$ cat src/rtl/hier_node_pkg.sv
// Shared types and helpers for the hierarchy dispatch node.
package hier_node_pkg;

  localparam int unsigned MAX_CHILD = 32;

  typedef enum logic [1:0] {
    IDLE,
    ISSUE,
    COLLECT,
    RESPOND
  } state_t;

  // Single set bit at position idx, or all zeros when idx is outside the child range.
  function automatic logic [MAX_CHILD-1:0] onehot(input int unsigned idx,
                                                  input int unsigned num_child);
    logic [MAX_CHILD-1:0] mask;
    mask = '0;
    if (idx < num_child) mask = MAX_CHILD'(1) << idx;
    return mask;
  endfunction

endpackage

$ cat src/rtl/hier_node_timeout.sv
// Transaction timeout counter: cleared at request acceptance, counts while enabled,
// and flags expiry on the last allowed cycle. LIMIT of 0 never expires.
module hier_node_timeout #(
  parameter int unsigned LIMIT = 255
) (
  input  logic clk,
  input  logic rst_n,
  input  logic clr,
  input  logic en,
  output logic expire
);

  localparam int unsigned CNT_W = (LIMIT > 1) ? $clog2(LIMIT) : 1;

  logic [CNT_W-1:0] cnt_q, cnt_d;

  // NOTE: the next-state value is defaulted before any branch so no path leaves it unassigned and infers a latch.
  always_comb begin
    cnt_d = cnt_q;
    if (clr)     cnt_d = '0;
    else if (en) cnt_d = cnt_q + CNT_W'(1);
  end

  // NOTE: non-blocking assignments make every flop take its new value together at the edge.
  always_ff @(posedge clk or negedge rst_n) begin
    if (!rst_n) cnt_q <= '0;
    else        cnt_q <= cnt_d;
  end

  assign expire = (LIMIT != 0) && en && (cnt_q == CNT_W'(LIMIT - 1));

endmodule

$ cat src/rtl/hier_node_dispatch.sv
// Hierarchy node: fans one parent request out to NUM_CHILD children (broadcast or
// sequential), sums their responses, and answers upstream with a timeout/error path.
module hier_node_dispatch
  import hier_node_pkg::*;
#(
  parameter int unsigned NUM_CHILD   = 5,
  parameter int unsigned DATA_W      = 16,
  parameter int unsigned SEQ_MODE    = 0,
  parameter int unsigned TIMEOUT_CYC = 255
) (
  input  logic                          clk,
  input  logic                          rst_n,
  input  logic                          up_req_valid,
  output logic                          up_req_ready,
  input  logic [DATA_W-1:0]             up_req_data,
  output logic                          up_rsp_valid,
  input  logic                          up_rsp_ready,
  output logic [DATA_W-1:0]             up_rsp_data,
  output logic                          up_rsp_err,
  output logic [NUM_CHILD-1:0]          ch_req_valid,
  input  logic [NUM_CHILD-1:0]          ch_req_ready,
  output logic [DATA_W-1:0]             ch_req_data,
  input  logic [NUM_CHILD-1:0]          ch_rsp_valid,
  output logic [NUM_CHILD-1:0]          ch_rsp_ready,
  input  logic [NUM_CHILD*DATA_W-1:0]   ch_rsp_data,
  output logic                          busy
);

  localparam int unsigned IDX_W = (NUM_CHILD > 1) ? $clog2(NUM_CHILD) : 1;

  state_t               state_q, state_d;
  logic [NUM_CHILD-1:0] pend_req_q, pend_req_d;
  logic [NUM_CHILD-1:0] pend_rsp_q, pend_rsp_d;
  logic [NUM_CHILD-1:0] stale_q, stale_d;
  logic [DATA_W-1:0]    acc_q, acc_d;
  logic [DATA_W-1:0]    data_q, data_d;
  logic [IDX_W-1:0]     idx_q, idx_d;
  logic                 err_q, err_d;
  logic                 rdy_q, rdy_d;

  logic [NUM_CHILD-1:0] req_hs, rsp_hs;
  logic [DATA_W-1:0]    rsp_sum;
  logic                 tmo_clr, tmo_en, tmo_expire;

  assign ch_req_valid = (state_q == ISSUE) ? pend_req_q : '0;
  // Stale children are drained in every state so a late answer can never land in a new transaction.
  assign ch_rsp_ready = ((state_q == COLLECT) ? pend_rsp_q : '0) | stale_q;
  assign ch_req_data  = data_q;
  assign up_req_ready = rdy_q;
  assign up_rsp_valid = (state_q == RESPOND);
  assign up_rsp_data  = acc_q;
  assign up_rsp_err   = err_q;
  assign busy         = (state_q != IDLE) || (stale_q != '0);

  assign req_hs = ch_req_valid & ch_req_ready;
  assign rsp_hs = ch_rsp_valid & ch_rsp_ready;
  assign tmo_en = (state_q == ISSUE) || (state_q == COLLECT);

  hier_node_timeout #(.LIMIT(TIMEOUT_CYC)) u_timeout (
    .clk    (clk),
    .rst_n  (rst_n),
    .clr    (tmo_clr),
    .en     (tmo_en),
    .expire (tmo_expire)
  );

  always_comb begin
    state_d    = state_q;
    pend_req_d = pend_req_q;
    pend_rsp_d = pend_rsp_q;
    acc_d      = acc_q;
    data_d     = data_q;
    idx_d      = idx_q;
    err_d      = err_q;
    stale_d    = stale_q & ~rsp_hs;
    tmo_clr    = 1'b0;

    rsp_sum = '0;
    for (int i = 0; i < NUM_CHILD; i++) begin
      if (rsp_hs[i] && pend_rsp_q[i]) rsp_sum = rsp_sum + ch_rsp_data[i*DATA_W +: DATA_W];
    end

    unique case (state_q)
      IDLE: begin
        if (up_req_valid && rdy_q) begin
          data_d     = up_req_data;
          acc_d      = '0;
          err_d      = 1'b0;
          idx_d      = '0;
          pend_rsp_d = '0;
          pend_req_d = (SEQ_MODE != 0) ? NUM_CHILD'(onehot(0, NUM_CHILD)) : '1;
          tmo_clr    = 1'b1;
          state_d    = ISSUE;
        end
      end
      ISSUE: begin
        pend_req_d = pend_req_q & ~req_hs;
        pend_rsp_d = pend_rsp_q | req_hs;
        if (pend_req_d == '0) state_d = COLLECT;
      end
      COLLECT: begin
        pend_rsp_d = pend_rsp_q & ~rsp_hs;
        acc_d      = acc_q + rsp_sum;
        if (pend_rsp_d == '0) begin
          if ((SEQ_MODE == 0) || (idx_q == IDX_W'(NUM_CHILD - 1))) begin
            state_d = RESPOND;
          end else begin
            idx_d      = idx_q + IDX_W'(1);
            pend_req_d = NUM_CHILD'(onehot(32'(idx_q) + 32'd1, NUM_CHILD));
            state_d    = ISSUE;
          end
        end
      end
      RESPOND: begin
        if (up_rsp_ready) state_d = IDLE;
      end
    endcase

    // A normal completion on the expiry cycle wins; otherwise outstanding children turn stale.
    if (tmo_expire && (state_d != RESPOND)) begin
      state_d    = RESPOND;
      err_d      = 1'b1;
      stale_d    = stale_d | pend_rsp_d;
      pend_rsp_d = '0;
      pend_req_d = '0;
    end

    rdy_d = (state_d == IDLE) && (stale_d == '0);
  end

  always_ff @(posedge clk or negedge rst_n) begin
    if (!rst_n) begin
      state_q    <= IDLE;
      pend_req_q <= '0;
      pend_rsp_q <= '0;
      stale_q    <= '0;
      acc_q      <= '0;
      data_q     <= '0;
      idx_q      <= '0;
      err_q      <= 1'b0;
      rdy_q      <= 1'b0;
    end else begin
      state_q    <= state_d;
      pend_req_q <= pend_req_d;
      pend_rsp_q <= pend_rsp_d;
      stale_q    <= stale_d;
      acc_q      <= acc_d;
      data_q     <= data_d;
      idx_q      <= idx_d;
      err_q      <= err_d;
      rdy_q      <= rdy_d;
    end
  end

endmodule

$ cat config.mk
export PLATFORM = sky130hd
export DESIGN_NAME = hier_node_dispatch
export DESIGN_NICKNAME = d
export VERILOG_FILES = /design/src/rtl/hier_node_pkg.sv /design/src/rtl/hier_node_timeout.sv /design/src/rtl/hier_node_dispatch.sv
export SDC_FILE = /design/constraint.sdc
export NUM_CORES = 1
export LEC_CHECK = 0
export CORE_ASPECT_RATIO = 0.6
export CORE_MARGIN = 2
export CORE_UTILIZATION = 45
export CTS_CLUSTER_DIAMETER = 200
export CTS_CLUSTER_SIZE = 12
export DETAILED_ROUTE_END_ITERATION = 16
export PLACE_DENSITY = 0.79
export SLEW_MARGIN = 5
export SYNTH_ARGS = -nofsm -noshare
export SYNTH_HDL_FRONTEND = slang
export SYNTH_HIERARCHICAL = 1
export SYNTH_SLANG_ARGS = --single-unit
$ cat constraint.sdc
create_clock -name clk -period 15.85 [get_ports clk]
set_clock_uncertainty 0.05 [all_clocks]
set_input_delay 3.17 -clock clk [delete_from_list [all_inputs] [get_ports clk]]
set_output_delay 3.17 -clock clk [all_outputs]
set_load 0.005 [all_outputs]
Word level (Yosys, flattened, before mapping)
Index checks and enable logic that the tools add are counted.

storage, ports and cells
  register bits = 59
  output and inout bits = 46
  word-level logic and storage cells = 88
  input port bits = 110

operators by class
  reduce and logical (&&, ||, !) cells = 27
  equal/unequal tests = 7
  add/sub/neg operators = 6
  bitwise logic cells = 10
  multiplexer cells = 29

operators with widths
  kind                                                           number
  16-bit two-way mux                                             6
  16-bit adder                                                   5
  5-bit two-way mux                                              7
  16-bit one-hot mux with 2 select lines                         1
  5-bit AND                                                      5
  8-bit two-way mux                                              2
  5-bit logical NOT                                              3
  5-bit bitwise OR                                               3
  5-bit one-hot mux with 3 select lines                          1
  2-bit two-way mux                                              5
  5-bit inverter                                                 2
  5-bit one-hot mux with 2 select lines                          1
  2-bit nonzero test                                             5
  1-bit logical AND                                              9
  8-bit by 1-bit adder with 8-bit output, second input constant  1
  8-bit equality test, second input constant                     1
  2-bit one-hot mux with 4 select lines                          1
  2-bit AND reduction                                            4
  1-bit two-way mux                                              5
  5-bit nonzero test                                             1
  2-bit equality test, second input constant                     2
  2-bit logical NOT                                              2
  2-bit != test, second input constant                           2
  3-bit != test, second input constant                           1
  3 further kinds                                                4

Logic depth before layout (Yosys ltp)
Gate-level depths: netlist (run 1).

  depth in word-level cells = 16
  mapped depth = 47
  depth with buffers taken out = 46

Modules after synthesis
Netlist (run 1), hierarchy kept.

modules (own cells, without submodules)
  module              sequential area each (µm²)  cells an instance  instances  area each (µm²)
  hier_node_dispatch  1276.2                      872                1          6482.5
  hier_node_timeout   200.2                       41                 1          411.6

Worst setup path after synthesis (run 1)
No wires, ideal clock.

  path type = input -> register
  start point = input port ch_rsp_valid[0]
  end point = register acc_q[15], in the netlist up_rsp_data[15]
  data arrival time = 10.187 ns
  setup slack = 5.483 ns
  required time = 15.670 ns
  library setup time = 0.130 ns
  buffers on the path = 1
  cell stages on the path = 43
  path through = o211a_1 -> clkbuf_1 -> nand2_1 -> inv_1 -> ha_1 -> fa_1 -> inv_1 -> maj3_1 -> a211oi_1 -> o21a_1 -> or3_1 -> nand2_1 -> o21ai_0 -> ha_1 -> o21ai_0 -> a21oi_1 -> or3_1 -> nand2_1 -> (+7 left out) -> a21oi_1 -> ha_1 -> and3_1 -> o21ai_0 -> a21oi_1 -> o21a_1 -> nor2_1 -> xnor2_1 -> mux2_2 -> ha_1 -> a21oi_1 -> o21ai_0 -> a21o_1 -> a21oi_1 -> xnor2_1 -> xnor3_1 -> xnor2_1 -> o21ai_1

on the way
  longest elaborated chain between the ends = 13

ends and longest elaborated chain
  item                                        RTL line                   source
  start, declared                             hier_node_dispatch.sv:23   input logic [NUM_CHILD-1:0] ch_rsp_valid,
  5-bit AND (*)                               hier_node_dispatch.sv:56   assign rsp_hs = ch_rsp_valid & ch_rsp_ready;
  1-bit logical AND (*)                       hier_node_dispatch.sv:80   if (rsp_hs[i] && pend_rsp_q[i]) rsp_sum = rsp_sum + ch_rsp_data[i*DATA_W +: DATA_W];
  16-bit two-way mux (*)                      hier_node_dispatch.sv:80
  16-bit adder                                hier_node_dispatch.sv:80
  16-bit two-way mux (*)                      hier_node_dispatch.sv:80
  16-bit adder                                hier_node_dispatch.sv:80
  16-bit two-way mux (*)                      hier_node_dispatch.sv:80
  16-bit adder                                hier_node_dispatch.sv:80
  16-bit two-way mux (*)                      hier_node_dispatch.sv:80
  16-bit adder                                hier_node_dispatch.sv:80
  16-bit two-way mux (*)                      hier_node_dispatch.sv:80
  16-bit adder (*)                            hier_node_dispatch.sv:103  acc_d = acc_q + rsp_sum;
  16-bit one-hot mux with 2 select lines (*)  hier_node_dispatch.sv:83   unique case (state_q)
  end signal, assigned                        hier_node_dispatch.sv:137  acc_q <= '0;
  end signal, assigned                        hier_node_dispatch.sv:147  acc_q <= acc_d;
  end, declared                               hier_node_dispatch.sv:35   logic [DATA_W-1:0] acc_q, acc_d;

Every way passes the cells marked *; elsewhere a longest branch is shown, timed or not.
A chain may end at the register's enable or synchronous reset.

Worst setup path in the final report (run 1)
Ends and elaborated chain as after synthesis.

==> results by group, run 1 <==
Clock tree
  • Clk slew on worst S/H paths: 0.05 ns
  • TritonCTS Buffers: 9
  • Clock tree buffer depth: 2
  • Resized Gates After CTS: 0
  • Hold-fix buffers, CTS: 0
  • CTS tree: yes
  • CTS sink count: 59
  • H-tree depth: 3
  • Clock root buffer: clkbuf_16
  • Latest clock arrival within the worst-skew pair: 0.33 ns
  • Postcts setup bufs: 0

Power
  • Tot Pwr: 955 uW
  • Lkg Pwr: 4.22 nW
  • PD cells: 106 nW/um^2
  • VDD IR max: 0.0000605 V

Yosys
  • Library cells used by synthesis: 71
  • Synth Cell Area: 6890 um^2
  • Most used DFF post-synth: dfrtp_1
  • Post-synth EDFFs: 0
  • Yosys reg bits: 59
  • Sequential cell area fraction in the yosys report: 21.4%
  • Mapped Nets: 1111
  • Number of synthesis warnings: 6
  • Synth async-reset ratio: 100%
  • Syn avg cell area: 7.55 um^2
  • Syn Inst Count: 913

Floorplan
  • Initial Utilization: 46.8%
  • Io pins: 156
  • Die Y: 99.9 um
  • DIE AREA: 16400 um^2
  • DIE WIDTH: 164 um
  • Row count: 34
  • Core area: 14700 um^2

Final layout
  • Ant diodes: 0
  • Layout cells sized above 1: 4.78%
  • Nets: 1261
  • Fill cells: 1323
  • Area Overhead vs Synth: 30.6%

Setup path
  • CP Class: input pin to flip-flop
  • Worst path bufs/invs: 5
  • CP max FO: 14
  • Most used cell, CP: a21oi_1
  • Setup crit start kind: input pin
  • Worst path required time: 16.00 ns
  • Critical path arrival: 12.08 ns
  • Slowest stage delay, CP: 0.59 ns
  • CP top delay family: compound AO/OA/AOI/OAI gates
  • CP Capture Type: flip-flop
  • Crit path depth: 45
  • Slowest cell on crit path: clkdlybuf4s50_1
  • Worst-case reg-to-reg path depth: 46

STA
  • Final max-slew violation count: 0
  • F_max: 0.0838 GHz
  • Final critical-path share of the clock period: 75.3%
  • Setup TNS: 0 ns
  • Worst slew pin tran: 0.766 ns
  • Post-layout minimum cycle time: 11.94 ns
  • Worst Hold Slack: 0.421 ns
  • Final setup vio count: 0
  • Unrepaired setup endpoints after global routing: false
  • Final Hold Viols: 0
  • Max_slew headroom: 48.9%

Hold path
  • WHS Path Cells: 2
  • Hold Path Class: flip-flop to flip-flop

Routing
  • Routed WL per cell: 17.0 um
  • Routed Antenna Nets: 0
  • DR pass1 iterations: 5
  • Vias: 7252
  • DR iter-0 viols: 701
  • Final wirelength: 21500 um
  • DR DRC count: 0
  • Vias per cell: 5.73

Placed design
  • Gp weighted congestion: 0.972
  • Port bufs: 155
  • DP Wirelength: 17100 um

Run
  • # Max-Cap Violations: 0

Global route
  • Grt ovf: 0
  • Global-route wire length before repair: 34400 um
  • Largest net degree at the start of global routing: 60
  • Total GRT Usage: 26.3%
  • Vias in the first global route: 6755
  • Initial antenna violation count: 0

Status
  • Status: finished, final reports clean
-- path summary, 6_finish.rpt --
kind | from | to | slack [ns]
setup reg to reg | state_q[0] | up_rsp_data[15] | 6.18
hold reg to reg | ch_req_data[13] | ch_req_data[13] | 0.42
setup / recovery | ch_rsp_valid[0] | up_rsp_data[15] | 3.91
hold / removal | ch_req_data[13] | ch_req_data[13] | 0.42
min in group asynchronous | rst_n | ch_req_data[15] | 2.94
max in group asynchronous | rst_n | pend_req_q[3] | 12.30
-- power breakdown --
part	leakage (nW)	switching [mW]	internal, mW
Clock	0.179	0.0681	0.166
Sequential	0.755	0.0539	0.204
Combinational	3.28	0.241	0.221
Total	4.22	0.363	0.592
-- layout by cell type, fill, tap and decap left out, types with 4 or more instances in the layout --
master           count
mux2_2              15
and3_1               7
xor2_1              25
o21bai_1             4
nor4_1               4
ha_1                83
a211oi_1            12
clkdlybuf4s50_1    154
a21o_1              10
nand3_1             21
buf_4                6
or3_1               12
a21oi_1             66
a21boi_0             7
a32oi_1              5
nor2_1              90
inv_1               60
xnor2_1             27
and2_1              18
nand4_1              7
o211ai_1             5
o21ai_0             71
o31ai_1             16
o22ai_1              7
dfrtp_1             59
a32o_1               4
nor3_1              15
nand2_1            153
fa_1                 5
clkbuf_16            9
nand2b_1             6
nor2b_1              9
o21a_1              12
-- worst reg2reg max path: cells and delay by family, from the launching register on --
kind                     cells  cell delay, ns
AND/OR/NAND/NOR              7            0.80
XOR/XNOR                     6            0.88
flip-flops                   1            0.41
multiplexers                 2            0.49
AO/OA/AOI/OAI               18            3.77
adder cells (fa/ha/maj)      8            2.65
buffers and inverters        5            0.46
-- cells by family after synthesis --
group                    count (synthesis)  share of synthesized area [%]
AO/OA/AOI/OAI                          248                           23.1
XOR/XNOR                                53                           6.93
adder cells (fa/ha/maj)                 90                           16.8
buffers and inverters                   83                           4.63
flip-flops                              59                           21.4
multiplexers                            19                           3.10
AND/OR/NAND/NOR                        361                           24.0
-- through the flow --
stage	setup WS (ns)	util, %	cells	cell area, um^2
global placement	4.14	58.7	1250	8640
detailed placement	3.78	58.7	1250	8640
floorplan	5.48	-	913	6890
global route	3.25	61.2	1266	9000
CTS	4.09	61.2	1266	9000
finish	3.91	61.2	1266	9000
-- registers in the layout, summed over array words and instances (netlist names) --
register / flops
u_timeout/cnt_q: 8
up_rsp_data: 16
pend_req_q: 5
state_q: 2
up_rsp_err: 1
pend_rsp_q: 5
stale_q: 5
up_req_ready: 1
ch_req_data: 16
-- area by class of cell --
type / instances / area [um^2] / share of cell area [%]
inverters: 61 / 229 / 2.54
flip-flops and latches: 59 / 1480 / 16.4
clock inverters: 4 / 95.1 / 1.06
clock buffers: 12 / 267 / 2.96
well taps: 198 / 248 / 2.75
repair buffers: 161 / 1590 / 17.7
multi-input cells: 771 / 5100 / 56.6
-- cell usage after synthesis (3+ instances only) --
master    instances  area, um^2
a211oi_1         12        90.1
ha_1             83        1040
o21ai_0          71         355
nand3b_1          3        22.5
nor3b_1           3        22.5
nor2b_1           9        56.3
xnor2_1          27         236
or3_1            12        75.1
a21o_1           10        75.1
and2_1           18         113
xor2_1           25         219
and3_1            7        43.8
a32oi_1           5        43.8
nand3_1          21         105
a31oi_1           3        18.8
a21boi_0          7        52.6
o21a_1           12        90.1
nor2_1           90         338
fa_1              5         100
nor4_1            4        25.0
mux2i_1           3        30.0
clkbuf_1         20        75.1
nor3_1           15        75.1
o31ai_1          16         120
dfrtp_1          59        1480
mux2_2           15         169
o21bai_1          4        30.0
nand2_1         153         574
o22ai_1           7        43.8
nand2b_1          6        37.5
inv_1            60         225
a21oi_1          66         330
o211ai_1          5        37.5
a32o_1            4        40.0
nand4_1           7        43.8
-- layer usage --
metal / vias to the layer above / GRT usage [%] / routed length (um)
li1: 3543 / - / -
met1: 3369 / 41.9 / 10800
met2: 322 / 36.7 / 8420
met3: 18 / 5.45 / 2090
met4: 0 / 3.91 / 146
met5: - / 0 / 0
No activity file was read; power rests on OpenSTA's default activity.
==> run 2: changes to the inputs <==
clock period = 11.6 ns   (was 15.85 ns; I/O delays follow)
==> results by group, run 2 (synthesized netlist as in run 1, its figures left out) <==
Placed design
  • Port bufs: 155 (unchanged)
  • Setup WS pre-CTS: 0.701 ns (-3.08 ns)
  • DP Wirelength: 16900 um (-1.1%)
  • Gp weighted congestion: 0.977 (+0.52%)

Setup path
  • CP Capture Type: flip-flop
  • Setup crit start kind: input pin
  • RR Endpoint: up_rsp_data[15]
  • CP top delay family: compound AO/OA/AOI/OAI gates
  • Reg2reg start: state_q[0]
  • Slowest stage delay, CP: 0.59 ns (about the same)
  • Most used cell, CP: a21oi_1
  • CP Class: input pin to flip-flop
  • Worst path required time: 11.74 ns (-4.26 ns)
  • R2r setup slk: 2.27 ns (-3.91 ns)
  • Critical path arrival: 10.91 ns (-1.17 ns)
  • Slowest cell on crit path: clkdlybuf4s50_1
  • Worst-case reg-to-reg path depth: 46 (unchanged)
  • CP max FO: 6 (-8)
  • Worst path bufs/invs: 5 (unchanged)

Power
  • Lkg Pwr: 4.19 nW (-0.76%)
  • VDD IR max: 0.0000924 V (+53%)
  • PD cells: 138 nW/um^2 (+30%)

Routing
  • DR iter-0 viols: 764 (+9.0%)
  • Vias per cell: 5.68 (-0.83%)
  • Final wirelength: 21200 um (-1.1%)
  • Routed Antenna Nets: 0 (unchanged)
  • DR DRC count: 0 (unchanged)
  • Routed WL per cell: 16.8 um (-1.1%)
  • Vias: 7192 (-0.83%)
  • DR pass1 iterations: 5 (unchanged)

STA
  • Final Hold Viols: 0 (unchanged)
  • Final critical-path share of the clock period: 92.9%
  • Max_slew headroom: 49.4% (+0.51 points)
  • Worst slew pin tran: 0.758 ns (-0.00768 ns)
  • Final max-slew violation count: 0 (unchanged)
  • Final setup vio count: 0 (unchanged)
  • Setup TNS: 0 ns (unchanged)
  • F_max: 0.0928 GHz
  • Unrepaired setup endpoints after global routing: false
  • Worst Slack Setup Final: 0.827 ns (-3.09 ns)
  • Post-layout minimum cycle time: 10.77 ns

Final layout
  • Area Overhead vs Synth: 29.5%
  • Most frequent cells in the layout: 154 x clkdlybuf4s50_1, 153 x nand2_1, 90 x nor2_1
  • Ant diodes: 0 (unchanged)
  • Register area: 1480 um^2 (unchanged)
  • Nets: 1262 (+0.079%)
  • Most common cell after layout, fill and taps aside: clkdlybuf4s50_1
  • Layout cells sized above 1: 4.68% (-0.094 points)
  • Multi-input combinational cell area: 5100 um^2 (unchanged)
  • Fin util: 60.7% (-0.50 points)
  • Fill cells: 1336 (+0.98%)

Global route
  • Grt ovf: 0 (unchanged)
  • Vias in the first global route: 6565 (-2.8%)
  • Largest net degree at the start of global routing: 60 (unchanged)
  • Total GRT Usage: 25.9% (-0.46 points)
  • Global-route wire length before repair: 33600 um (-2.2%)
  • Initial antenna violation count: 0 (unchanged)

Hold path
  • Worst Hold Path EP: ch_req_data[11]
  • Hold Path Class: flip-flop to flip-flop
  • WHS Path Cells: 2 (unchanged)
  • Hold Startpoint: ch_req_data[11]

Clock tree
  • Postcts setup bufs: 0 (unchanged)
  • CTS sink count: 59 (unchanged)
  • TritonCTS Buffers: 9 (unchanged)
  • Clock root buffer: clkbuf_16
  • Hold-fix buffers, CTS: 0 (unchanged)
  • Latest clock arrival within the worst-skew pair: 0.32 ns (about the same)
  • Clock tree buffer depth: 2 (unchanged)
  • Resized Gates After CTS: 0 (unchanged)
  • CTS tree: yes
  • Clk slew on worst S/H paths: 0.05 ns (about the same)
  • H-tree depth: 3 (unchanged)

Floorplan
  • DIE WIDTH: 164 um (unchanged)
  • Initial Utilization: 46.8% (unchanged)
  • Die Y: 99.9 um (unchanged)
  • Row count: 34 (unchanged)
  • Core area: 14700 um^2 (unchanged)
  • Io pins: 156 (unchanged)
  • DIE AREA: 16400 um^2 (unchanged)

Run
  • # Max-Cap Violations: 0 (unchanged)

Status
  • Status: finished, final reports clean
run 2: cell count changes in the layout (fill, tap and decap cells not counted):
cell / change
bufinv_16: -3
buf_4: +1
clkbuf_1: +1
clkinv_2: +1
run 2: metrics by stage:
stage               total power [mW]  cells  instance area (um^2)  hold slack, ns
finish                          1.23   1266                  8930           0.424
detailed placement             0.975   1251                  8650           0.415
floorplan                      0.701    913                  6890           0.420
global placement               0.961   1251                  8650           0.408
CTS                             1.23   1266                  8930           0.427
global route                    1.33   1266                  8930           0.449
run 2: report_power, final:
group / switching, mW / internal [mW] / leakage (nW) / total [mW]
clock: 0.0881 / 0.160 / 0.141 / 0.248
combinational: 0.330 / 0.303 / 3.29 / 0.633
sequential: 0.0729 / 0.279 / 0.755 / 0.352
total: 0.491 / 0.742 / 4.19 / 1.23
run 2: how the worst max path moves through the flow:
stage	from	endpoint	depth (start not counted)
global placement	ch_rsp_valid[0]	up_rsp_data[15]	44
finish	ch_rsp_valid[0]	up_rsp_data[15]	45
global route	ch_rsp_valid[0]	up_rsp_data[15]	44
CTS	ch_rsp_valid[0]	up_rsp_data[15]	44
detailed placement	ch_rsp_valid[0]	up_rsp_data[15]	45
floorplan	ch_rsp_valid[0]	up_rsp_data[15]	43
run 2: layout make-up:
| type | count | share of cell area, % |
|---|---|---|
| Clock buffer | 13 | 3.03 |
| Sequential cell | 59 | 16.5 |
| Inverter | 61 | 2.56 |
| Multi-Input combinational cell | 771 | 57.1 |
| Clock inverter | 2 | 0.112 |
| Tap cell | 198 | 2.77 |
| Timing Repair Buffer | 162 | 17.9 |
run 2: tightest hold or removal path, delay by kind of cell (launching register included):
kind,cells,cell delay [ns]
flip-flops,1,0.33
AND/OR/NAND/NOR,2,0.11
run 2: routing by layer:
layer	track usage, %	routed length, um
met4	3.44	151
met2	34.8	8170
met3	6.69	2220
met1	41.4	10700
met5	0	0
==> run 3: changes to the inputs <==
DONT_BUFFER_PORTS = 1   (was default)
PLACE_DENSITY = 0.66   (was 0.79)
SLEW_MARGIN = 20   (was 5)
clock period = 13.2 ns   (was 11.6 ns; I/O delays follow)
==> results by group, run 3 (synthesized netlist as in run 1, its figures left out) <==
Routing
  • Vias: 6428 (-11%)
  • Routed Antenna Nets: 0 (unchanged)
  • DR iter-0 viols: 582 (-24%)
  • Routed WL per cell: 18.0 um (+7.2%)
  • DR DRC count: 0 (unchanged)
  • DR pass1 iterations: 5 (unchanged)
  • Final wirelength: 19900 um (-6.1%)
  • Vias per cell: 5.80 (+2.0%)

Run
  • # Max-Cap Violations: 0 (unchanged)

STA
  • Final setup vio count: 0 (unchanged)
  • Final critical-path share of the clock period: 81.9%
  • Worst slew pin tran: 0.858 ns (+0.100 ns)
  • Worst Slack Setup Final: 2.39 ns (+1.56 ns)
  • Worst Hold Slack: 0.455 ns (+0.0317 ns)
  • F_max: 0.0925 GHz
  • Setup TNS: 0 ns (unchanged)
  • Max_slew headroom: 42.6% (-6.8 points)
  • Post-layout minimum cycle time: 10.81 ns
  • Final Hold Viols: 0 (unchanged)
  • Unrepaired setup endpoints after global routing: false
  • Final max-slew violation count: 0 (unchanged)

Floorplan
  • Io pins: 156 (unchanged)
  • DIE AREA: 16400 um^2 (unchanged)
  • Die Y: 99.9 um (unchanged)
  • DIE WIDTH: 164 um (unchanged)
  • Initial Utilization: 46.8% (unchanged)
  • Row count: 34 (unchanged)
  • Core area: 14700 um^2 (unchanged)

Clock tree
  • Latest clock arrival within the worst-skew pair: 0.32 ns (about the same)
  • Postcts setup bufs: 0 (unchanged)
  • CTS tree: yes
  • Hold-fix buffers, CTS: 0 (unchanged)
  • Clock root buffer: clkbuf_16
  • Clk slew on worst S/H paths: 0.05 ns (about the same)
  • TritonCTS Buffers: 9 (unchanged)
  • Resized Gates After CTS: 0 (unchanged)
  • H-tree depth: 3 (unchanged)
  • CTS sink count: 59 (unchanged)
  • Clock tree buffer depth: 2 (unchanged)

Global route
  • Largest net degree at the start of global routing: 60 (unchanged)
  • Vias in the first global route: 5744 (-13%)
  • Total GRT Usage: 24.3% (-1.5 points)
  • Global-route wire length before repair: 31300 um (-6.9%)
  • Grt ovf: 0 (unchanged)
  • Initial antenna violation count: 0 (unchanged)

Hold path
  • Hold Path Class: flip-flop to flip-flop

Setup path
  • Critical path arrival: 10.95 ns (+0.04 ns)
  • CP Capture Type: flip-flop
  • Slowest cell on crit path: o211a_1
  • CP max FO: 14 (+8)
  • Setup crit start kind: input pin
  • Slowest stage delay, CP: 0.39 ns (-0.20 ns)
  • Worst path required time: 13.34 ns (+1.60 ns)
  • Worst path bufs/invs: 4 (-1)
  • CP Class: input pin to flip-flop
  • CP top delay family: compound AO/OA/AOI/OAI gates

Final layout
  • Most frequent cells in the layout: 153 x nand2_1, 90 x nor2_1, 83 x ha_1
  • Layout cells sized above 1: 4.94% (+0.26 points)
  • Ant diodes: 0 (unchanged)
  • Most common cell after layout, fill and taps aside: nand2_1
  • Area Overhead vs Synth: 6.70%
  • Fill cells: 1450 (+8.5%)
  • Nets: 1104 (-13%)

Placed design
  • Gp weighted congestion: 0.937 (-4.1%)
  • Setup WS pre-CTS: 2.18 ns (+1.48 ns)
  • DP Wirelength: 16300 um (-3.8%)
  • Port bufs: 0 (-100%)

Power
  • VDD IR max: 0.0000816 V (-12%)
  • PD cells: 128 nW/um^2 (-7.6%)
  • Lkg Pwr: 3.58 nW (-15%)

Status
  • Status: finished, final reports clean
run 3: layout make-up:
cell class,instances,area (um^2),area share [%]
flip-flops and latches,59,1480,20.1
clock inverters,2,10.0,0.136
repair buffers,4,30.0,0.408
multi-input cells,771,5100,69.3
well taps,198,248,3.37
clock buffers,14,264,3.59
inverters,61,229,3.11
run 3: worst register-to-register path, delay by kind of cell, from the launching register on:
| family | cells | cell delay (ns) |
|---|---|---|
| compound gates | 16 | 3.58 |
| fa+ha+maj | 8 | 2.66 |
| simple gates | 8 | 1.01 |
| xor+xnor | 6 | 0.92 |
| mux | 2 | 0.49 |
| buf+inv | 5 | 0.43 |
| flops | 1 | 0.41 |
run 3: path summary, 6_finish.rpt:
path                                 start              end  slack [ns]  depth (start not counted)
min in group asynchronous            rst_n   up_rsp_data[4]        1.96                          0
hold reg to reg            ch_req_data[13]  ch_req_data[13]        0.46                          2
hold / removal             ch_req_data[13]  ch_req_data[13]        0.46                          2
max in group asynchronous            rst_n  up_rsp_data[12]       11.01                          0
setup reg to reg                state_q[0]  up_rsp_data[15]        3.50                         45
setup / recovery           ch_rsp_valid[0]  up_rsp_data[15]        2.39                         43
run 3: metal layers:
layer  global-route usage, %  part of all wire (%)  vias up
met1                    38.0                    51     2940
met3                    9.59                    12       11
met5                       0                     0        -
met4                    2.97                  0.51        0
met2                    31.5                    37      235
li1                        -                     -     3242
run 3: through the flow:
stage / power, mW / utilization, % / cell area, um^2 / std cells
2_1_floorplan: 0.616 / - / 6890 / 913
4_1_cts: 0.939 / 50.0 / 7360 / 1109
5_1_grt: 1.01 / 50.0 / 7360 / 1109
3_3_place_gp: 0.716 / 48.1 / 7080 / 1093
6_report: 0.938 / 50.0 / 7360 / 1109
3_5_place_dp: 0.721 / 48.1 / 7080 / 1093
run 3: where the power goes:
part,total (mW),switching (mW),leakage (nW),internal (mW)
logic,0.404,0.247,2.68,0.157
clock network,0.212,0.0759,0.137,0.136
registers,0.321,0.0756,0.755,0.246
total,0.938,0.398,3.58,0.540
